File: src/rtl/imem_pkg.sv
// Shared types and constants for the instruction-memory arbiter.
// Optional build macro used by this slice: IMEM_ARB_ALIGN_CHECK_EN.
package imem_pkg;

    localparam int ADDR_W_DEF = 12;   // byte address width of the instruction memory
    localparam int DATA_W_DEF = 32;   // instruction word width
    localparam int CNT_W_DEF  = 11;   // loaded-word counter width
    localparam int WORD_BYTES = 4;    // bytes per instruction word

    // IDLE : no memory activity in flight
    // FETCH: a read issued last cycle is on the memory bus now
    // DRAIN: loader waiting one cycle for an in-flight read to land
    // LOAD : loader owns the memory until it delivers its last word
    typedef enum logic [1:0] {
        IDLE  = 2'd0,
        FETCH = 2'd1,
        LOAD  = 2'd2,
        DRAIN = 2'd3
    } arb_state_e;

endpackage

File: src/rtl/imem_ld_counter.sv
// Loader write-address generator and saturating word counter.
// Both restart on a grant; each accepted word advances the address by one
// word, wrapping inside the memory, and bumps the count until it is all-ones.
module imem_ld_counter
    import imem_pkg::*;
#(
    parameter int ADDR_W = ADDR_W_DEF,
    parameter int CNT_W  = CNT_W_DEF
) (
    input  logic              clk,
    input  logic              reset_n,
    input  logic              load,
    input  logic [ADDR_W-1:0] base,
    input  logic              step,
    output logic [ADDR_W-1:0] addr,
    output logic [CNT_W-1:0]  count
);

    logic [ADDR_W-1:0] addr_d,  addr_q;
    logic [CNT_W-1:0]  count_d, count_q;

    // Next address/count: restart on grant, advance on each accepted word.
    always_comb begin
        // NOTE: every variable gets a default first so no path leaves it unassigned (no latch).
        addr_d  = addr_q;
        count_d = count_q;
        if (load) begin
            addr_d  = base;
            count_d = '0;
        end else if (step) begin
            // The ADDR_W-bit sum drops its carry, which is the wrap to address 0.
            addr_d = addr_q + ADDR_W'(WORD_BYTES);
            if (count_q != '1) begin
                count_d = count_q + CNT_W'(1);
            end
        end
    end

    // Counter registers.
    always_ff @(posedge clk or negedge reset_n) begin
        // NOTE: non-blocking assignments so every flop samples pre-edge values.
        if (!reset_n) begin
            addr_q  <= '0;
            count_q <= '0;
        end else begin
            addr_q  <= addr_d;
            count_q <= count_d;
        end
    end

    assign addr  = addr_q;
    assign count = count_q;

endmodule

File: src/rtl/imem_arbiter.sv
// Shares the single-port instruction memory between the boot loader (burst
// writes) and the fetch stage (reads). All memory-side outputs are registered;
// fetch data returns two cycles after acceptance with a one-cycle valid pulse.
// Build macro IMEM_ARB_ALIGN_CHECK_EN: misaligned fetches are consumed without
// a memory access and flagged on if_err; loader base is forced word-aligned.
module imem_arbiter
    import imem_pkg::*;
#(
    parameter int ADDR_W = ADDR_W_DEF,
    parameter int DATA_W = DATA_W_DEF,
    parameter int CNT_W  = CNT_W_DEF
) (
    input  logic              clk,
    input  logic              reset_n,
    input  logic              ld_req,
    input  logic [ADDR_W-1:0] ld_base,
    input  logic              ld_valid,
    input  logic [DATA_W-1:0] ld_wdata,
    input  logic              ld_last,
    output logic              ld_ready,
    output logic [CNT_W-1:0]  ld_count,
    output logic              ld_done,
    input  logic              if_req,
    input  logic [ADDR_W-1:0] if_addr,
    output logic              if_stall,
    output logic [DATA_W-1:0] if_rdata,
    output logic              if_valid,
    output logic              if_err,
    output logic [ADDR_W-1:0] Address,
    output logic [DATA_W-1:0] D_In,
    input  logic [DATA_W-1:0] D_Out,
    output logic              im_cs,
    output logic              im_wr,
    output logic              im_rd
);

    arb_state_e        state_d, state_q;
    logic [ADDR_W-1:0] address_d, address_q;
    logic [DATA_W-1:0] d_in_d, d_in_q;
    logic              cs_d, cs_q, wr_d, wr_q, rd_d, rd_q;
    logic [DATA_W-1:0] if_rdata_d, if_rdata_q;
    logic              if_valid_d, if_valid_q;
    logic              ld_done_d, ld_done_q;
    logic              err_p1_d, err_p1_q;
    logic              if_err_d, if_err_q;
    logic              cnt_load, cnt_step;
    logic [ADDR_W-1:0] cnt_addr, ld_base_eff;
    logic              misaligned;

`ifdef IMEM_ARB_ALIGN_CHECK_EN
    assign misaligned  = |if_addr[1:0];
    assign ld_base_eff = ld_base & ~ADDR_W'(WORD_BYTES - 1);
`else
    assign misaligned  = 1'b0;
    assign ld_base_eff = ld_base;
`endif

    imem_ld_counter #(
        .ADDR_W (ADDR_W),
        .CNT_W  (CNT_W)
    ) u_ld_counter (
        .clk     (clk),
        .reset_n (reset_n),
        .load    (cnt_load),
        .base    (ld_base_eff),
        .step    (cnt_step),
        .addr    (cnt_addr),
        .count   (ld_count)
    );

    // Arbitration, memory command generation and fetch-return pipeline.
    always_comb begin
        state_d    = state_q;
        address_d  = address_q;   // address and write data hold when idle
        d_in_d     = d_in_q;
        cs_d       = 1'b0;
        wr_d       = 1'b0;
        rd_d       = 1'b0;
        if_rdata_d = if_rdata_q;
        if_valid_d = 1'b0;
        ld_done_d  = 1'b0;
        err_p1_d   = 1'b0;
        if_err_d   = err_p1_q;
        cnt_load   = 1'b0;
        cnt_step   = 1'b0;

        // A read driven this cycle lands in if_rdata at the edge ending it.
        if (rd_q) begin
            if_rdata_d = D_Out;
            if_valid_d = 1'b1;
        end

        unique case (state_q)
            IDLE, FETCH: begin
                if (ld_req) begin
                    // Loader wins; a read still on the bus must land first.
                    if (state_q == FETCH) begin
                        state_d = DRAIN;
                    end else begin
                        state_d  = LOAD;
                        cnt_load = 1'b1;
                    end
                end else if (if_req && misaligned) begin
                    err_p1_d = 1'b1;
                    state_d  = IDLE;
                end else if (if_req) begin
                    cs_d      = 1'b1;
                    rd_d      = 1'b1;
                    address_d = if_addr;
                    state_d   = FETCH;
                end else begin
                    state_d = IDLE;
                end
            end
            DRAIN: begin
                state_d  = LOAD;
                cnt_load = 1'b1;
            end
            LOAD: begin
                // Only ld_last ends a burst; ld_req is not looked at here.
                if (ld_valid) begin
                    cs_d      = 1'b1;
                    wr_d      = 1'b1;
                    address_d = cnt_addr;
                    d_in_d    = ld_wdata;
                    cnt_step  = 1'b1;
                    if (ld_last) begin
                        ld_done_d = 1'b1;
                        state_d   = IDLE;
                    end
                end
            end
            default: state_d = IDLE;
        endcase
    end

    // State and registered outputs.
    always_ff @(posedge clk or negedge reset_n) begin
        if (!reset_n) begin
            state_q    <= IDLE;
            address_q  <= '0;
            d_in_q     <= '0;
            cs_q       <= 1'b0;
            wr_q       <= 1'b0;
            rd_q       <= 1'b0;
            if_rdata_q <= '0;
            if_valid_q <= 1'b0;
            ld_done_q  <= 1'b0;
            err_p1_q   <= 1'b0;
            if_err_q   <= 1'b0;
        end else begin
            state_q    <= state_d;
            address_q  <= address_d;
            d_in_q     <= d_in_d;
            cs_q       <= cs_d;
            wr_q       <= wr_d;
            rd_q       <= rd_d;
            if_rdata_q <= if_rdata_d;
            if_valid_q <= if_valid_d;
            ld_done_q  <= ld_done_d;
            err_p1_q   <= err_p1_d;
            if_err_q   <= if_err_d;
        end
    end

    assign Address  = address_q;
    assign D_In     = d_in_q;
    assign im_cs    = cs_q;
    assign im_wr    = wr_q;
    assign im_rd    = rd_q;
    assign if_rdata = if_rdata_q;
    assign if_valid = if_valid_q;
    assign if_err   = if_err_q;
    assign ld_done  = ld_done_q;
    assign ld_ready = (state_q == LOAD);
    assign if_stall = (state_q == LOAD) || (state_q == DRAIN) || ld_req;

endmodule

File: config.mk
export PLATFORM = sky130hd
export DESIGN_NAME = imem_arbiter
export DESIGN_NICKNAME = d
export VERILOG_FILES = /design/src/rtl/imem_pkg.sv /design/src/rtl/imem_ld_counter.sv /design/src/rtl/imem_arbiter.sv
export SDC_FILE = /design/constraint.sdc
export NUM_CORES = 1
export LEC_CHECK = 0
export ABC_AREA = 1
export CAP_MARGIN = 30
export CORE_ASPECT_RATIO = 0.7
export CORE_MARGIN = 10
export CORE_UTILIZATION = 47
export CTS_CLUSTER_DIAMETER = 30
export DETAILED_ROUTE_END_ITERATION = 12
export PLACE_DENSITY = 0.86
export REMOVE_ABC_BUFFERS = 1
export SYNTH_ARGS = -nofsm -noshare
export SYNTH_HDL_FRONTEND = slang
export SYNTH_HIERARCHICAL = 1
export SYNTH_SLANG_ARGS = --single-unit
File: constraint.sdc
create_clock -name clk -period 3.3 [get_ports clk]
set_input_delay 0.33 -clock clk [delete_from_list [all_inputs] [get_ports clk]]
set_output_delay 0.33 -clock clk [all_outputs]
set_load 0.01 [all_outputs]
==> impl_metrics.json <==
{
  "outcome": "complete, no violations",
  "yosysTopAreaCell": "dfrtp_1",
  "grt_max_degree": 71,
  "arrival_ns": 2.23,
  "numCtsBuffers": 9,
  "die_w_um": 139,
  "cp-end-kind": "primary output",
  "route.met3.wl_um": 1550,
  "fin_nets": 763,
  "synth_area_leaders": "dfrtp_1 57%, nand2_1 16%, mux2_2 7.2%",
  "worst_pin_slew_ns": 0.640,
  "gp_congestion": 0.909,
  "finalCritPeriodShare_pct": 77.7,
  "synthArstFlopShare_pct": 100,
  "slowest_stage": "dfrtp_1",
  "drt_iter0_markers": 288,
  "synth_top_area_share_pct": 56.9,
  "fmax_mhz": 390,
  "synth_cells": 483,
  "cts_sinks": 106,
  "cts.clk_slew.worst_paths_ns": 0.07,
  "synth-xor-area-share_pct": 1.31,
  "multiInputGateArea_sq_mm": 0.00180,
  "worstSkewPairLatency_ns": 0.34,
  "synth_compound_area_share_pct": 3.51,
  "fin_util_pct": 71.6,
  "route.detailed.drc": 0,
  "ys_seq_area_share_pct": 56.9,
  "hold_path_class": "input pin to async pin",
  "stdcell_area_sq_mm": 0.00693,
  "netlist_top_cells_count": "202 x nand2_1, 106 x dfrtp_1, 36 x nand3_1",
  "power_density_mw_per_mm2": 669,
  "cts_buffer_depth": 2,
  "synth-warning-count": 6,
  "synth-adder-area-share_pct": 0.536,
  "synth-simple-area-share_pct": 25.3,
  "core_sq_mm": 0.00968,
  "avgViaCountPerCell": 5.06,
  "critPathLaunchType": "register",
  "dp.final_hpwl_um": 10700,
  "place_inst": 783,
  "wl_met2_um": 6490,
  "ant_nets": 0,
  "antenna_cells": 0,
  "avgSynthCellArea_sq_um": 9.66,
  "holdWs_ns": 0.405,
  "path_cells": "nand2_1, inv_1, clkdlybuf4s50_1",
  "hold_viol": 0,
  "critPathMaxFanout": 17,
  "synth_mux_area_share_pct": 7.72,
  "overflow": 0,
  "num_rows": 30,
  "post_drt_wl_per_cell_um": 17.6,
  "cts_tree": "built",
  "cap_violations": 0,
  "port_buffers": 187,
  "io_pins": 189,
  "dr.pass1.iters": 5,
  "p_leak_nw": 3.19,
  "routed_wirelength_um": 14000,
  "skew_ns": 0.00697,
  "grt_pass1_wl_um": 22300,
  "synth_edf_count": 0,
  "p_total_mw": 4.64,
  "num_vias": 4039,
  "synthToLayoutAreaGrowth_pct": 48.6,
  "drv_slew": 0,
  "grt_pass1_vias": 4260,
  "critPathKind": "register to primary output",
  "clock-root-buffer": "clkbuf_16",
  "finalCriticalPeriod_ns": 2.56,
  "die-area_sq_mm": 0.0144,
  "final-seq-area_sq_mm": 0.00265,
  "synthFlopType": "dfrtp_1",
  "cp.required_ns": 2.97,
  "synth_top_family_by_area": "simple AND/OR/NAND/NOR gates",
  "critPathMaxStageDelay_ns": 0.75,
  "highest_layer": "met4",
  "peakVddDrop_mv": 0.412,
  "setup_tns_ns": 0,
  "die_h_um": 103,
  "fin_cells": 798,
  "fill_cells": 704,
  "wl_met1_um": 5830,
  "setup_ws_ns": 0.736,
  "ys_seq_elements": 106,
  "place_area_sq_mm": 0.00661,
  "setup-violations-final": 0,
  "drive_gt1_share_pct": 10.6,
  "synth_most_common_cell": "nand2_1",
  "slew_headroom_pct": 57.2,
  "grt_use_total_pct": 19.3,
  "yosysUniqueCellTypes": 35,
  "cts-htree-levels": 3,
  "rsz0062_at_grt": "no",
  "syn_area_sq_mm": 0.00467,
  "initial_core_util_pct": 48.2,
  "dp_slack_ns": 1.13,
  "antenna_found_initial": 0
}
==> cell families after synthesis <==
family | count (synthesis)
buf+inv | 35
fa+ha+maj | 2
xor+xnor | 7
other cells | 1
flops | 106
mux | 32
simple gates | 273
compound gates | 27
==> worst max-delay path, delay by kind of cell, from the launching register on <==
kind,cells,cell delay [ns]
flip-flops,1,0.75
buffers and inverters,2,0.71
AND/OR/NAND/NOR,1,0.44
==> registers in the layout, summed over array words and instances (netlist names) <==
| signal | count |
|---|---|
| u_ld_counter/addr | 12 |
| im_cs | 1 |
| if_valid | 1 |
| state_q | 2 |
| im_wr | 1 |
| ld_done | 1 |
| Address | 12 |
| if_rdata | 32 |
| D_In | 32 |
| im_rd | 1 |
| u_ld_counter/count | 11 |
==> report_power, final <==
part / switching [mW] / internal (mW)
clock network: 0.457 / 0.680
logic: 0.692 / 0.881
registers: 0.280 / 1.65
==> worst paths after layout <==
path | from | end | slack [ns] | cells past startpoint
worst max-delay path | state_q[1] | ld_ready | 0.74 | 3
worst min-delay path | reset_n | Address[2] | 0.40 | 2
worst max register to register | state_q[1] | u_ld_counter/addr[7] | 1.15 | 9
worst min register to register | u_ld_counter/addr[0] | u_ld_counter/addr[0] | 0.48 | 2
max in group asynchronous | reset_n | if_rdata[26] | 1.94 | 4
min in group clk | u_ld_counter/addr[0] | u_ld_counter/addr[0] | 0.48 | 2
==> area by class of cell <==
type                            instances  share of cell area (%)
Sequential cell                       106                    38.3
Timing Repair Buffer                  193                    27.9
Multi-Input combinational cell        342                    25.9
Clock buffer                           10                    3.45
Tap cell                              128                    2.31
Clock inverter                          4                    1.10
Inverter                               15                    1.03
==> routing by layer <==
metal / vias to the layer above / GRT usage, %
li1: 1923 / -
met1: 1922 / 22.5
met2: 177 / 31.7
met3: 17 / 9.49
met4: 0 / 4.40
met5: - / 0
==> repair_timing <==
action,CTS,global route
gates resized for setup,0,0
hold buffers,1,0
hold endpoints to repair,16,0
setup buffers,0,0
endpoints found under the setup margin,0,0
==> cells in the final DEF, fill, tap and decap left out, types with 3 or more instances in the layout <==
master | netlist | layout
buf_4 | 6 | 5
nand2_1 | 202 | 202
inv_2 | 4 | 4
o21ai_0 | 8 | 7
nand3_1 | 36 | 36
clkdlybuf4s50_1 | 0 | 186
clkbuf_16 | 0 | 9
xor2_1 | 5 | 5
o21ai_1 | 3 | 4
nor2_1 | 16 | 16
nand2_4 | 3 | 3
a22oi_1 | 6 | 6
nand4_1 | 5 | 5
nor2_4 | 3 | 3
inv_1 | 9 | 9
dfrtp_1 | 106 | 106
mux2_2 | 30 | 30
a21oi_1 | 5 | 5
No activity file was read; power rests on OpenSTA's default activity.
